==> src/rtl/irq_pkg.sv <==
// Shared register map and constants for the interrupt controller.
package irq_pkg;

  typedef enum logic [1:0] {
    IRQ_PENDING = 2'd0,
    IRQ_ENABLE  = 2'd1,
    IRQ_EDGE    = 2'd2,
    IRQ_CLAIM   = 2'd3
  } irq_reg_e;

  // CLAIM read value when no source is active.
  localparam logic [31:0] IRQ_NONE = 32'hFFFF_FFFF;

endpackage

==> src/rtl/irq_ctrl_if.sv <==
// Register port of the interrupt controller, hung off the memory bus decoder.
interface irq_ctrl_if;
  logic [1:0]  reg_addr;
  logic        reg_rd;
  logic        reg_wr;
  logic [31:0] reg_wdata;
  logic [31:0] reg_rdata;

  modport master (output reg_addr, reg_rd, reg_wr, reg_wdata, input reg_rdata);
  modport slave  (input reg_addr, reg_rd, reg_wr, reg_wdata, output reg_rdata);
endinterface

==> src/rtl/irq_prio_enc.sv <==
// Lowest-index-first priority encoder; src[0] has the highest priority.
module irq_prio_enc #(
  parameter int NUM_SRC = 8,
  parameter int ID_W    = (NUM_SRC > 1) ? $clog2(NUM_SRC) : 1
) (
  input  logic [NUM_SRC-1:0] req,
  output logic               valid,
  output logic [ID_W-1:0]    id
);

  // Scan high to low so the lowest set index is the last one assigned.
  always_comb begin
    valid = 1'b0;
    id    = '0;
    for (int i = NUM_SRC - 1; i >= 0; i--) begin
      if (req[i]) begin
        valid = 1'b1;
        id    = ID_W'(i);
      end
    end
  end

endmodule

==> src/rtl/irq_ctrl.sv <==
// Interrupt controller: edge/level capture, enable mask, priority select,
// memory-mapped PENDING/ENABLE/EDGE_MODE/CLAIM registers, drives cu.hwint.
module irq_ctrl
  import irq_pkg::*;
#(
  parameter int NUM_SRC = 8,
  parameter int ID_W    = (NUM_SRC > 1) ? $clog2(NUM_SRC) : 1
) (
  input  logic               clk,
  input  logic               rst,
  input  logic [NUM_SRC-1:0] src,
  irq_ctrl_if.slave          bus,
  output logic               hwint,
  output logic [ID_W-1:0]    irq_id
);

  logic [NUM_SRC-1:0] pend_q, pend_d, en_q, en_d, edge_q, edge_d, prev_q, prev_d;
  logic [NUM_SRC-1:0] w1c, claim_clr, active, wmask;
  logic [31:0]        rdata_q, rdata_d;
  logic               hwint_q, hwint_d;
  logic [ID_W-1:0]    id_q, id_d;
  logic               enc_valid;
  logic [ID_W-1:0]    enc_id;
  irq_reg_e           addr;

  // Register contents are NUM_SRC wide; upper bus bits read as zero.
  function automatic logic [31:0] zext(input logic [NUM_SRC-1:0] v);
    logic [31:0] r;
    r              = '0;
    r[NUM_SRC-1:0] = v;
    return r;
  endfunction

  assign addr   = irq_reg_e'(bus.reg_addr);
  assign wmask  = bus.reg_wdata[NUM_SRC-1:0];
  assign active = pend_q & en_q;

  // One encoder serves both the irq_id output and CLAIM reads.
  irq_prio_enc #(.NUM_SRC(NUM_SRC), .ID_W(ID_W)) u_enc (
    .req   (active),
    .valid (enc_valid),
    .id    (enc_id)
  );

  // Next-state: register writes, reads/claim, pending capture, output regs.
  always_comb begin
    en_d      = en_q;
    edge_d    = edge_q;
    rdata_d   = rdata_q;
    prev_d    = src;
    w1c       = '0;
    claim_clr = '0;
    if (bus.reg_wr) begin
      // A write strobe suppresses any concurrent read.
      unique case (addr)
        IRQ_PENDING: w1c    = wmask;
        IRQ_ENABLE:  en_d   = wmask;
        IRQ_EDGE:    edge_d = wmask;
        IRQ_CLAIM:   ;
      endcase
    end else if (bus.reg_rd) begin
      unique case (addr)
        IRQ_PENDING: rdata_d = zext(pend_q);
        IRQ_ENABLE:  rdata_d = zext(en_q);
        IRQ_EDGE:    rdata_d = zext(edge_q);
        IRQ_CLAIM: begin
          rdata_d = enc_valid ? 32'(enc_id) : IRQ_NONE;
          if (enc_valid) claim_clr = NUM_SRC'(1) << enc_id;
        end
      endcase
    end
    // Mode used is the one in force this cycle; a mode change applies next cycle.
    for (int i = 0; i < NUM_SRC; i++) begin
      if (edge_q[i])
        pend_d[i] = (src[i] & ~prev_q[i]) | (pend_q[i] & ~(w1c[i] | claim_clr[i]));
      else
        pend_d[i] = src[i];
    end
    hwint_d = enc_valid;
    id_d    = enc_valid ? enc_id : '0;
  end

  // State and output flops; prev_src keeps tracking src through reset.
  always_ff @(posedge clk) begin
    prev_q <= prev_d;
    if (rst) begin
      pend_q  <= '0;
      en_q    <= '0;
      edge_q  <= '0;
      rdata_q <= '0;
      hwint_q <= 1'b0;
      id_q    <= '0;
    end else begin
      pend_q  <= pend_d;
      en_q    <= en_d;
      edge_q  <= edge_d;
      rdata_q <= rdata_d;
      hwint_q <= hwint_d;
      id_q    <= id_d;
    end
  end

  assign bus.reg_rdata = rdata_q;
  assign hwint         = hwint_q;
  assign irq_id        = id_q;

endmodule

==> src/flat_wrapper.sv <==
// flat-port wrapper written by rule: the top's interface ports become plain ports
module irq_ctrl_flat import irq_pkg::*;
#(
  parameter int NUM_SRC = 8,
  parameter int ID_W    = (NUM_SRC > 1) ? $clog2(NUM_SRC) : 1
)
  (clk, rst, src, hwint, irq_id, bus_reg_addr, bus_reg_rd, bus_reg_wr, bus_reg_wdata, bus_reg_rdata);
  irq_ctrl_if bus_i ();
  input  logic clk;
  input  logic rst;
  input  logic [NUM_SRC-1:0] src;
  output logic hwint;
  output logic [ID_W-1:0] irq_id;
  input wire logic [$bits(bus_i.reg_addr)-1:0] bus_reg_addr;
  input wire logic [$bits(bus_i.reg_rd)-1:0] bus_reg_rd;
  input wire logic [$bits(bus_i.reg_wr)-1:0] bus_reg_wr;
  input wire logic [$bits(bus_i.reg_wdata)-1:0] bus_reg_wdata;
  output wire logic [$bits(bus_i.reg_rdata)-1:0] bus_reg_rdata;
  assign bus_i.reg_addr = bus_reg_addr;
  assign bus_i.reg_rd = bus_reg_rd;
  assign bus_i.reg_wr = bus_reg_wr;
  assign bus_i.reg_wdata = bus_reg_wdata;
  assign bus_reg_rdata = bus_i.reg_rdata;
  irq_ctrl #(.NUM_SRC(NUM_SRC), .ID_W(ID_W)) u_core (.clk(clk), .rst(rst), .src(src), .bus(bus_i), .hwint(hwint), .irq_id(irq_id));
endmodule
==> config.mk <==
export PLATFORM = sky130hd
export DESIGN_NAME = irq_ctrl_flat
export DESIGN_NICKNAME = d
export VERILOG_FILES = /design/src/rtl/irq_pkg.sv /design/src/rtl/irq_ctrl_if.sv /design/src/rtl/irq_prio_enc.sv /design/src/rtl/irq_ctrl.sv /design/src/flat_wrapper.sv
export SDC_FILE = /design/constraint.sdc
export NUM_CORES = 1
export LEC_CHECK = 0
export CORE_ASPECT_RATIO = 1.75
export CORE_UTILIZATION = 47
export DETAILED_ROUTE_END_ITERATION = 16
export PLACE_DENSITY_LB_ADDON = 0.15
export SETUP_SLACK_MARGIN = 0.02
export SYNTH_ARGS = -nofsm -noshare
export SYNTH_HDL_FRONTEND = slang
export SYNTH_SLANG_ARGS = --single-unit
==> constraint.sdc <==
create_clock -name clk -period 3.5 [get_ports clk]
set_input_delay 0.7 -clock clk [delete_from_list [all_inputs] [get_ports clk]]
set_output_delay 0.7 -clock clk [all_outputs]
set_load 0.005 [all_outputs]
==> reports/results.tsv <==
stage	metric	value	unit
setup_path	R2R depth	5	
sta	fin. max-slew vios	0	
placed_design	gpl congestion	0.929	
logic_synthesis	sequential share of the synthesized area	0.433	
sta	pin slew with the least headroom to its limit	616	ps
die	Die H	90.0	um
sta	setup TNS	0	ps
logic_synthesis	number of synthesized flops with an enable pin	0	
sta	clk_skew	6.78	ps
setup_path	WP data arrival	1650	ps
detailed_routing	# DRC	0	
cts	Clock Path Buffers	2	
setup_path	worst path required time	2800	ps
setup_path	R2R Setup Slk	1830	ps
cts	Setup Buffers After CTS	0	
setup_path	FF-to-FF Start	u_core.en_q[2]$_SDFFE_PP0P_	
logic_synthesis	Yosys reg bits	45	
placed_design	pre-CTS setup slack	951	ps
sta	RSZ-0062 raised after global routing	false	
layout	Nets	328	
setup_path	Max Fanout on Critical Path	25	
sta	worst setup margin	1150	ps
detailed_routing	routed vias	1943	
layout	Fillers	385	
setup_path	crit path buf inv count	1	
cts	Num CTS Buffers	5	
detailed_routing	Vias/cell	5.85	
cts	CTS tree	done	
die	Die X	52.3	um
logic_synthesis	Most used DFF post-synth	dfxtp_1	
min_path	Worst Hold Depth	2	
cts	clock root buffer	clkbuf_8	
min_path	worst hold path class	reg2reg	
cts	Clock Latency Late Sink	300	ps
pwr	Peak VDD IR	0.514	mV
placed_design	I/O Buffers	57	
logic_synthesis	syn_nets	292	
setup_path	WS Path Type	reg2out	
global_route	GRT Total Usage	0.234	
setup_path	CP max-delay cell	dfxtp_1	
pwr	NetSw	0.255	mW
pwr	Static Leakage	0.933	nW
setup_path	critical path cell sequence	clkdlybuf4s50_1	
detailed_routing	DRT iter0 DRCs	72	
min_path	Hold EP	u_core.bus.reg_rdata[2]$_SDFFE_PP0P_	
sta	Setup violations, final	0	
sta	Final Hold Viols	0	
global_route	initial antenna violation count	0	
sta	Tcrit/Tclk final	0.670	
setup_path	RR Endpoint	u_core.bus.reg_rdata[6]$_SDFFE_PP0P_	
logic_synthesis	Syn Area/Cell	8.46	um^2
setup_path	crit start category	flop	
pwr	Flop pwr share	0.505	
logic_synthesis	Ys Warns	0	
setup_path	CP peak stage delay	720	ps
detailed_routing	1st-pass router iterations	4	
min_path	hold path startpoint	u_core.bus.reg_rdata[2]$_SDFFE_PP0P_	
global_route	vias in the first global route	1725	
logic_synthesis	post-synthesis cell count	246	
sta	relative slew slack	0.589	
cts	H-tree depth	2	
pwr	clock share of power	0.366	
die	Starting Density	0.497	
cts	Reg clk slew, reported paths	80	ps
die	Rows	31	
logic_synthesis	synthesized area	0.00208	mm^2
setup_path	CP Capture Type	output port	
logic_synthesis	post-synth cell types	39	
pwr	Comb power frac	0.129	
global_route	pin count of the biggest net entering global routing	29	
sta	Tmin final	2350	ps
detailed_routing	Final ANT Viol Nets	0	
cts	Post-CTS Hold Fix Bufs	0	
die	core area	0.00419	mm^2
run	max_cap viols	0	
global_route	first-pass GRT wire length	8340	um
run_status	status	completed	
detailed_routing	average wire per standard cell	15.3	um
layout	ant diodes	0	
layout	Area Overhead vs Synth	27.3	%
pwr	Pint	0.844	mW
pwr	PwrDens	415	mW/mm^2
layout	Multi-input gate area	943	um^2
sta	Peak Freq	426	MHz
die	count of boundary I/O pins	82	
detailed_routing	DRT Wirelength	5090	um
setup_path	Worst path top cell family by delay	flip-flops	
placed_design	dpl hpwl	3680	um
global_route	gr ovfl total	0	
layout	Reg area	901	um^2
cts	number of gates resized after CTS	0	
layout	layout cells sized above 1	0.0848	
cts	CTS Sinks	45	
pwr	Switching Share	0.232	
logic_synthesis	Synth async-reset ratio	0	
die	die area	0.00471	mm^2
==> power by group through the flow <==
| stage | sequential, mW | combinational (mW) | clock, mW |
|---|---|---|---|
| global route | 0.559 | 0.155 | 0.427 |
| finish | 0.555 | 0.142 | 0.402 |
| floorplan | 0.563 | 0.0760 | 0 |
| CTS | 0.555 | 0.142 | 0.408 |
| global placement | 0.567 | 0.140 | 0 |
| detailed placement | 0.567 | 0.141 | 0 |
==> cells in the mapped netlist (2+ instances only) <==
cell	count	area, um^2
nand3_1	21	105
buf_4	23	173
a22oi_1	3	22.5
nand4_1	3	18.8
o21ai_0	4	20.0
o221ai_1	5	43.8
a31oi_1	2	12.5
a21boi_0	2	15.0
and2_1	4	25.0
and3_1	2	12.5
a221oi_1	7	61.3
a21oi_1	30	150
a211oi_1	4	30.0
inv_1	3	11.3
a31o_2	2	17.5
nand2b_1	2	12.5
clkbuf_1	7	26.3
a32oi_1	2	17.5
nand2_1	45	169
nor2b_1	4	25.0
dfxtp_1	45	901
nor2_1	7	26.3
buf_2	3	15.0
==> worst max path at each step <==
| stage | slack (ps) | end | cells after the start | start |
|---|---|---|---|---|
| 2_1_floorplan | 1770 | u_core.pend_q[7]$_SDFF_PP0_ | 5 | bus_reg_addr[1] |
| 3_3_place_gp | 960 | u_core.edge_q[5]$_SDFFE_PP0P_ | 5 | bus_reg_addr[1] |
| 3_5_place_dp | 950 | u_core.edge_q[5]$_SDFFE_PP0P_ | 5 | bus_reg_addr[1] |
| 4_1_cts | 1120 | bus_reg_rdata[14] | 1 | u_core.bus.reg_rdata[30]$_SDFFE_PP0P_ |
| 5_1_grt | 1000 | bus_reg_rdata[14] | 1 | u_core.bus.reg_rdata[30]$_SDFFE_PP0P_ |
| 6_report | 1150 | bus_reg_rdata[14] | 1 | u_core.bus.reg_rdata[30]$_SDFFE_PP0P_ |
==> registers in the layout, summed over array words and instances (netlist names) <==
register / count
u_core.bus.reg_rdata: 9
u_core.hwint: 1
u_core.pend_q: 8
u_core.edge_q: 8
u_core.irq_id: 3
u_core.en_q: 8
u_core.prev_q: 8
==> cell usage in the layout, fill, tap and decap left out, types with 3 or more instances in the layout <==
cell,count
o21ai_0,4
a221oi_1,7
and2_1,4
a21oi_1,30
buf_4,6
nand2_1,45
clkdlybuf4s50_1,57
a211oi_1,4
a22oi_1,3
nand4_1,3
inv_1,3
dfxtp_1,45
nor2b_1,4
nand3_1,21
nor2_1,7
clkbuf_8,6
o221ai_1,5
==> cell type report <==
class | instances | share of cell area
Multi-Input combinational cell | 164 | 0.356
Sequential cell | 45 | 0.340
Timing Repair Buffer | 63 | 0.232
Clock buffer | 7 | 0.0326
Tap cell | 49 | 0.0231
Clock inverter | 1 | 0.0113
Inverter | 3 | 0.00425
==> layer usage <==
metal  vias to the layer above  global-route usage  routed length, um
li1                        938                   -                  -
met1                       930               0.290               2110
met2                        69               0.385               2630
met3                         6              0.0541                267
met4                         0              0.0789                 75
met5                         -                   0                  0
==> cells by family (layout without fill, tap and decap cells) <==
group                  count (synthesis)  count (layout)  synth area share
and+or+nand+nor                       95              95             0.215
AOI/OAI and AO/OA                     68              68             0.228
DFF                                   45              45             0.433
buffers and inverters                 37              74             0.114
muxes                                  1               1            0.0108
==> per-stage QoR <==
step | std cells | power, mW | area, um^2 | hold WS (ps) | util
3_5_place_dp | 324 | 0.708 | 2530 | 450 | 0.605
3_3_place_gp | 324 | 0.706 | 2530 | 447 | 0.605
6_report | 332 | 1.10 | 2650 | 458 | 0.632
4_1_cts | 332 | 1.10 | 2650 | 461 | 0.632
5_1_grt | 332 | 1.14 | 2650 | 489 | 0.632
2_1_floorplan | 246 | 0.639 | 2080 | 453 | -
Note: power is estimated with default switching activity, not from simulation.
